<file path="src/rtl/lsu_iterative.sv">
// Multi-cycle logic/shift unit: one logic op or one shift step per clock under a start/busy/done handshake.
// Optional zero/shout flag outputs are built when LSU_FLAGS_EN is defined.
module lsu_iterative #(
   parameter int W  = 8,
   parameter int CW = $clog2(W + 1)
) (
   input  logic          clk,
   input  logic          rst_n,
   input  logic          start,
   input  logic [3:0]    op,
   input  logic [W-1:0]  a,
   input  logic [W-1:0]  b,
   input  logic [CW-1:0] count,
   input  logic          fill,
   output logic          busy,
   output logic          done,
   output logic [W-1:0]  result
`ifdef LSU_FLAGS_EN
   ,
   output logic          zero,
   output logic          shout
`endif
);

   typedef enum logic [1:0] {
      S_IDLE = 2'b00,
      S_RUN  = 2'b01,
      S_DONE = 2'b10
   } state_t;

   localparam logic [CW-1:0] W_CNT = CW'(W);

   state_t        r_state;
   logic [3:0]    r_op;
   logic [W-1:0]  r_b;
   logic          r_fill;
   logic [W-1:0]  r_work;
   logic [CW-1:0] r_cnt;
   logic          r_busy;
   logic          r_done;
   logic [CW-1:0] w_steps;
   logic [W-1:0]  w_next;
   logic          w_fill;

   // Step count for a new request: logic/transfer take one step, shifts clamp at W.
   always_comb begin
      w_steps = CW'(1);
      if (op[3]) begin
         if (count > W_CNT) begin
            w_steps = W_CNT;
         end else begin
            w_steps = count;
         end
      end else begin
         w_steps = CW'(1);
      end
   end

   // One step of the latched operation applied to the working register.
   always_comb begin
      w_next = r_work;
      w_fill = 1'b0;
      case (r_op[3:2])
         2'b00: w_next = r_work;
         2'b01: begin
            case (r_op[1:0])
               2'b00:   w_next = r_work & r_b;
               2'b01:   w_next = r_work | r_b;
               2'b10:   w_next = r_work ^ r_b;
               default: w_next = ~r_work;
            endcase
         end
         2'b10: begin
            case (r_op[1:0])
               2'b00:   w_fill = 1'b0;
               2'b01:   w_fill = r_work[W-1];
               2'b10:   w_fill = r_work[0];
               default: w_fill = r_fill;
            endcase
            w_next = {w_fill, r_work[W-1:1]};
         end
         default: begin
            case (r_op[1:0])
               2'b10:   w_fill = r_work[W-1];
               2'b11:   w_fill = r_fill;
               default: w_fill = 1'b0;
            endcase
            w_next = {r_work[W-2:0], w_fill};
         end
      endcase
   end

`ifdef LSU_FLAGS_EN
   logic r_zero;
   logic r_shout;
   logic w_out;

   // Bit leaving the word on the current step; only shifts push a bit out.
   always_comb begin
      w_out = 1'b0;
      case (r_op[3:2])
         2'b10:   w_out = r_work[0];
         2'b11:   w_out = r_work[W-1];
         default: w_out = 1'b0;
      endcase
   end
`endif

   // Handshake FSM; every output is a register updated here.
   always_ff @(posedge clk or negedge rst_n) begin
      if (!rst_n) begin
         r_state <= S_IDLE;
         r_op    <= 4'b0000;
         r_b     <= '0;
         r_fill  <= 1'b0;
         r_work  <= '0;
         r_cnt   <= '0;
         r_busy  <= 1'b0;
         r_done  <= 1'b0;
`ifdef LSU_FLAGS_EN
         r_zero  <= 1'b0;
         r_shout <= 1'b0;
`endif
      end else begin
         case (r_state)
            S_IDLE: begin
               if (start) begin
                  r_op   <= op;
                  r_b    <= b;
                  r_fill <= fill;
                  r_work <= a;
                  r_cnt  <= w_steps;
                  r_busy <= 1'b1;
                  if (w_steps == '0) begin
                     r_state <= S_DONE;
                     r_done  <= 1'b1;
`ifdef LSU_FLAGS_EN
                     r_zero  <= (a == '0);
                     r_shout <= 1'b0;
`endif
                  end else begin
                     r_state <= S_RUN;
                  end
               end
            end
            S_RUN: begin
               r_work <= w_next;
               r_cnt  <= r_cnt - CW'(1);
               if (r_cnt == CW'(1)) begin
                  r_state <= S_DONE;
                  r_done  <= 1'b1;
`ifdef LSU_FLAGS_EN
                  r_zero  <= (w_next == '0);
                  r_shout <= w_out;
`endif
               end
            end
            S_DONE: begin
               r_state <= S_IDLE;
               r_done  <= 1'b0;
               r_busy  <= 1'b0;
            end
            default: begin
               r_state <= S_IDLE;
               r_done  <= 1'b0;
               r_busy  <= 1'b0;
            end
         endcase
      end
   end

   assign busy   = r_busy;
   assign done   = r_done;
   assign result = r_work;
`ifdef LSU_FLAGS_EN
   assign zero   = r_zero;
   assign shout  = r_shout;
`endif

endmodule
</file>
<file path="config.mk">
export PLATFORM = sky130hd
export DESIGN_NAME = lsu_iterative
export DESIGN_NICKNAME = d
export VERILOG_FILES = /design/src/rtl/lsu_iterative.sv
export SDC_FILE = /design/constraint.sdc
export NUM_CORES = 1
export LEC_CHECK = 0
export CAP_MARGIN = 0
export CORE_MARGIN = 3
export CORE_UTILIZATION = 44
export CTS_BUF_LIST = sky130_fd_sc_hd__clkbuf_16
export DETAILED_ROUTE_END_ITERATION = 8
export HOLD_SLACK_MARGIN = 0.06
export PLACE_DENSITY = 0.8
export SYNTH_ARGS = -nofsm -noshare
export SYNTH_HDL_FRONTEND = slang
export SYNTH_SLANG_ARGS = --single-unit
</file>
<file path="constraint.sdc">
create_clock -name clk -period 1.5 [get_ports clk]
set_input_delay 0.15 -clock clk [delete_from_list [all_inputs] [get_ports clk]]
set_output_delay 0.15 -clock clk [all_outputs]
set_load 0.01 [all_outputs]
</file>
==> metrics, run 1 <==
Tmin final approximately 1.5 ns; EDFF count, synth 0; Core Area ~4400 um^2; PD cells 2343 nW/um^2; cells after synthesis 233; Port-buffer cells 37; I/O pin total 38; drt drc 0; Worst-Skew Late Latency 0.28 ns; global-route wire length before repair 8.466 mm; Yosys cell types 44; reg-to-reg setup timing slack -0.03 ns; CTS Sinks 29; max-cap violations 0; static leakage 1.349 nW; gr ovfl total 0; Setup CP Type reg2reg; Crit path required time 1.69 ns; Critical Path, Cell by Cell inv_2, ha_4, nand2b_4, a211oi_2, a2111oi_4, o221ai_1; H-tree depth 2; Starting DRT DRC Count 168; antenna violations before repair 0; HPWL after detailed placement ~3.5 mm; cell-internal power roughly 4 mW; Nets 349; largest stage delay on the critical path 0.40 ns; wire per inst 15.91 um; Worst-Margin Slew 0.4220 ns; setup_tns -0.08971 ns; mean area per synthesized cell 8.834 um^2; DR vias approximately 2000; Crit. End Element flip-flop; WL met3 between 300 and 400 um; Post-Syn Nets 282; sw power 3.016 mW; Synth area leaders dfrtp_1 (35%), ha_1 (13%), nand2_1 (7.3%); Pre-Repair DR Iteration Count 5; Placement Rows 24; Met2 Wirelength 2.803 mm; Area growth syn-to-layout 45.90%; Comb pwr share 63.1%; Flop pwr share 23.2%; setup ws final -0.03443 ns; Most used DFF post-synth dfrtp_1; overall power 7.035 mW; Synth Register Bits 29; run status finished with violations; highest metal used met4; Clock Skew 0.004053 ns; Filler cells ~350; CP max FO 7; YS warnings 0; Synth top area share between 30% and 40%; Final Hold Fails 0; violated checks negative setup slack; Final Cycle Share 102.3%; layout cells sized above 1 26.25%; CTS Buffer Depth 2; HP Class in2async; Hold WS 0.2604 ns; number of CTS-inserted buffers 5; clock root buffer clkbuf_16; Antenna Cells 0; clock slew at reported path FFs ~0.050 ns; WL met1 2.355 mm; vias in the first global route 1875; Slew headroom 71.51%; Worst EP arrival 1.72 ns; Post-CTS Hold Fix Bufs 0; RSZ-0062 raised after global routing yes; CP max-delay cell dfrtp_1; Max Fclk 651.7 MHz; TritonCTS clock tree yes; Post-Synthesis Cell Area 2058 um^2; Clock Power Share between 10% and 20%; part of the Yosys area used for sequential elements 35.26%; Detailed Route WL ~5.6 mm; largest net degree at the start of global routing 30; final setup vio count 5; chip width about 74 um; Setup crit start kind flip-flop; post-synth top area cell dfrtp_1; Vias/cell between 5 and 6; GPL Wtd Cong roughly 0.88; Pins Over Slew Limit 0; GRT Total Usage 19.84%; VDD IR max ~1.2 mV; fin util between 60% and 70%; FFs w/ async S/R, synth 100.0%; sw frac 42.87%; Starting Density 46.31%; die area 5535 um^2; Post-DRT Antenna Nets 0; Cell Count, Final, Fillers Out between 300 and 400; die height ~74 um; DP Cell Count ~340
## kinds of logic after synthesis
logic type | after synthesis | share of synthesized area [%]
AOI/OAI and AO/OA | 69 | 24.56
xor gates and xnor gates | 1 | 0.4256
adders and majority gates | 21 | 12.77
buffers and inverters | 38 | 9.178
DFF | 29 | 35.26
muxes | 5 | 2.675
and+or+nand+nor | 70 | 15.14
## layout make-up
cell class / instances / area (um^2) / share of cell area (%)
multi-input combinational: 166 / 1301 / 43.33
clock buffer: 5 / 125.1 / 4.167
inverter: 25 / 93.84 / 3.125
tap: 52 / 65.06 / 2.167
sequential: 29 / 729.5 / 24.29
clock inverter: 3 / 12.51 / 0.4167
timing repair buffer: 73 / 675.6 / 22.50
## registers in the layout, summed over array words and instances, names as in the netlist
signal and flops:
done 1, busy 1, r_state 2, r_b 8, r_fill 1, r_op 4
r_cnt 4, result 8
## routing by layer
| metal | vias to the layer above | GRT usage (%) |
|---|---|---|
| met1 | 958 | 24.71 |
| li1 | 940 | - |
| met2 | 73 | 32.29 |
| met5 | - | 0 |
| met4 | 0 | 8.498 |
| met3 | 17 | 5.405 |
## through the flow
step / setup slack [ns] / instance area [um^2]
floorplan: 0.006547 / 2058
global placement: -0.05671 / 2614
detailed placement: -0.1135 / 2614
CTS: -0.002314 / 2815
global route: -0.1401 / 3003
finish: -0.03443 / 3003
## cells in the mapped netlist, drive strengths merged, types with 2 or more instances
| cell type | n |
|---|---|
| a31oi | 3 |
| a21oi | 10 |
| a2111oi | 3 |
| nand2 | 40 |
| inv | 25 |
| nor2b | 2 |
| a211oi | 10 |
| mux2i | 4 |
| dfrtp | 29 |
| nand2b | 5 |
| a21o | 3 |
| o21ai | 19 |
| clkbuf | 3 |
| nor3 | 6 |
| o2111a | 2 |
| ha | 21 |
| o221ai | 6 |
| a211o | 3 |
| nor2 | 14 |
| buf | 10 |
## worst max-delay path: cells and delay by family (launching register included)
kind                       cells  cell delay [ns]
AOI/OAI and AO/OA              3             0.58
buffers and inverters          1             0.13
adders and majority gates      1             0.20
and+or+nand+nor                1             0.12
DFF                            1             0.40
## cells in the final DEF, fill, tap and decap left out, types with 3 or more instances in the layout
cell              n
nor2_1           12
inv_1            18
nor3_1            5
buf_6             4
mux2i_1           4
o221ai_1          3
dfrtp_1          26
clkdlybuf4s50_1  34
ha_4              5
dlymetal6s2s_1    3
a211oi_2          6
dfrtp_2           3
o21ai_0          19
a211oi_1          4
buf_4            31
nand2_1          39
ha_1             15
o221ai_2          3
nand2b_1          3
clkbuf_16         5
inv_2             7
a21oi_1          10
a21o_1            3
a211o_1           3
a31oi_1           3
## path summary, 6_finish.rpt
path | cells past startpoint | from | to
worst min register to register | 1 | busy$_DFFE_PN0P_ | busy$_DFFE_PN0P_
worst max-delay path | 6 | r_op[3]$_DFFE_PN0P_ | result[5]$_DFFE_PN0P_
worst max register to register | 6 | r_op[3]$_DFFE_PN0P_ | result[5]$_DFFE_PN0P_
min in group clk | 3 | op[1] | r_op[1]$_DFFE_PN0P_
worst min-delay path | 2 | rst_n | r_b[5]$_DFFE_PN0P_
max in group asynchronous | 2 | rst_n | result[3]$_DFFE_PN0P_
## power by group through the flow
stage | Clock (mW) | Sequential (mW) | Combinational (mW)
floorplan | 0 | 1.56 | 2.31
detailed placement | 0 | 1.59 | 3.55
global placement | 0 | 1.58 | 3.48
global route | 1.00 | 1.70 | 4.85
finish | 0.961 | 1.63 | 4.44
CTS | 0.959 | 1.59 | 3.80
## timing repair
item | CTS | global route
setup endpoints to repair | 9 | 14
buffers inserted | 4 | 5
resized for setup | 8 | 31
pin swaps | 1 | 18
Note: power is estimated with default switching activity, not from simulation.
==> inputs of run 2 (changes only) <==
--- a/config.mk
+++ b/config.mk
@@ -5,13 +5,15 @@
 export SDC_FILE = /design/constraint.sdc
 export NUM_CORES = 1
 export LEC_CHECK = 0
+export ABC_AREA = 1
 export CAP_MARGIN = 0
 export CORE_MARGIN = 3
 export CORE_UTILIZATION = 44
 export CTS_BUF_LIST = sky130_fd_sc_hd__clkbuf_16
 export DETAILED_ROUTE_END_ITERATION = 8
 export HOLD_SLACK_MARGIN = 0.06
-export PLACE_DENSITY = 0.8
+export PLACE_DENSITY = 0.81
+export REMOVE_ABC_BUFFERS = 1
 export SYNTH_ARGS = -nofsm -noshare
 export SYNTH_HDL_FRONTEND = slang
 export SYNTH_SLANG_ARGS = --single-unit
==> run 2 against run 1 <==
The run now ends clean; via count is 3.3% higher; flip-flop and latch count stayed put; first-iteration DRC count is 6.0% higher; synthesized cell count is 19% higher; critical path depth is 4 lower; largest cell class unchanged; fmax is 6.7% higher; die area is 0.79% lower; synthesized area is 0.85% lower; cell count is 9.6% higher; hold slack better by 0.011 ns; utilization is 5.0 points lower; clock skew is 0.0013 ns lower.
==> metrics, run 2 <==
run status finished, final reports clean; vias in the first global route 1881; Synth area leaders dfrtp_1 (36%), ha_1 (13%), nand2_1 (12%); Setup CP Type reg2out; gr ovfl total 0; Post-DRT Antenna Nets 0; Vias/cell ~5.3; most frequent cells in the layout nand2_1 (65), inv_1 (39), clkdlybuf4s50_1 (37); I/O pin total 38; most common cell in the netlist nand2_1; Tmin final 1.438 ns; critical path depth 2; Post-CTS Hold Fix Bufs 0; FFs w/ async S/R, synth 100.0%; Area growth syn-to-layout 35.32%; CTS Buffer Depth 2; largest stage delay on the critical path 0.53 ns; Crit path required time between 1 and 1.5 ns; DR vias slightly above 2000; Most used DFF post-synth dfrtp_1; mean area per synthesized cell between 7 and 8 um^2; static leakage around 1.4 nW; chip width 74.10 um; Worst-Margin Slew 0.3959 ns; number of CTS-inserted buffers 5; Yosys cell types 25; Hold WS about 0.27 ns; Nets around 380; post-synth top area cell dfrtp_1; worst reg2reg path depth 8; H-tree depth 2; Core Area 4414 um^2; GRT Total Usage 19.86%; Post-Synthesis Cell Area between 2000 and 2500 um^2; CP max-delay cell clkdlybuf4s50_1; largest net degree at the start of global routing 30; Clock Skew between 0.002 and 0.003 ns; Final Cycle Share 95.90%; most common cell after layout, fill and taps aside nand2_1; PD cells 2292 nW/um^2; Final Hold Fails 0; Port-buffer cells 37; Starting DRT DRC Count 178; clock slew at reported path FFs about 0.050 ns; Slew headroom 73.61%; wire per inst between 10 and 15 um; Placement Rows 24; CP bufs+invs 2; Critical Path, Cell by Cell buf_4, clkdlybuf4s50_1; Detailed Route WL 5.290 mm; die area approximately 5500 um^2; overall power 6.329 mW; Worst EP arrival 1.29 ns; CTS Sinks 29; DP Cell Count roughly 380; Starting Density 46.23%; reg-to-reg setup timing slack 0.12 ns; Post-CTS Setup Inserts 0; VDD IR max 1.027 mV; Synth Register Bits 29; max-cap violations 0; Cell Count, Final, Fillers Out 387; Pins Over Slew Limit 0; clock root buffer clkbuf_16; post_cts resized 0; Filler cells between 300 and 400; HPWL after detailed placement 3.727 mm; TritonCTS clock tree yes; CP max FO 4; drt drc 0; Worst-Skew Late Latency 0.27 ns; HP Class in2async; Synth top area share 35.56%; DP Worst Slack 0.09153 ns; Pre-Repair DR Iteration Count 6; final setup vio count 0; top post-synthesis cells by count nand2_1 (66), inv_1 (39), a21oi_1 (34); Setup crit start kind flip-flop; part of the Yosys area used for sequential elements 35.56%; layout cells sized above 1 11.34%; Antenna Cells 0; antenna violations before repair 0; Max Fclk 695.2 MHz; Crit. End Element primary output; EDFF count, synth 0; die height 74.10 um; GPL Wtd Cong a little under 0.9; CP top delay family buffers and inverters; YS warnings 0; cells after synthesis 278; global-route wire length before repair 8.376 mm; setup ws final 0.06153 ns
[run 2: changes by cell type after synthesis, sizes merged, moves of 10 or more]
cell,previous run,this run
o21ai,19,33
a211oi,10,0
nand3,1,21
a21oi,10,35
nand2,40,67
inv,25,41
[run 2: cells by family after synthesis]
family / synth area share [%]
and+or+nand+nor: 22.87
AOI/OAI and AO/OA: 18.58
adders and majority gates: 12.88
DFF: 35.56
buffers and inverters: 10.12
[run 2: metrics by stage]
| step | cell area [um^2] | setup TNS, ns | utilization (%) |
|---|---|---|---|
| final | 2761 | 0 | 62.56 |
| after global routing | 2761 | -0.001854 | 62.56 |
| after CTS | 2751 | 0 | 62.33 |
| after detailed placement | 2614 | 0 | 59.21 |
| after global placement | 2614 | 0 | 59.21 |
| after floorplan | 1996 | 0 | - |
[run 2: power by group]
part	switching, mW	internal [mW]
logic	2.20	1.71
clock network	0.340	0.598
registers	0.295	1.19
[run 2: area by class of cell]
class                           count  area [um^2]  area share (%)
Sequential cell                    29        726.9           26.33
Tap cell                           52        65.06           2.356
Timing Repair Buffer               58        553.0           20.03
Inverter                           43        165.2           5.981
Multi-Input combinational cell    197         1114           40.33
Clock buffer                        5        125.1           4.531
Clock inverter                      3        12.51          0.4531
[run 2: routing by layer]
layer | up-vias | global-route usage, % | wire length (um)
li1 | 1023 | - | -
met1 | 936 | 24.64 | 2321
met2 | 85 | 33.07 | 2548
met3 | 9 | 4.054 | 343
met4 | 0 | 9.256 | 76
met5 | - | 0 | 0
[run 2: path summary, 6_finish.rpt]
path                                               to             startpoint
worst max-delay path                        result[5]  result[5]$_DFFE_PN0P_
worst min-delay path            result[5]$_DFFE_PN0P_                  rst_n
worst max register to register  result[3]$_DFFE_PN0P_     r_b[3]$_DFFE_PN0P_
worst min register to register       done$_DFFE_PN0P_       done$_DFFE_PN0P_
max in group asynchronous       result[6]$_DFFE_PN0P_                  rst_n
min in group clk                   r_fill$_DFFE_PN0P_                   fill
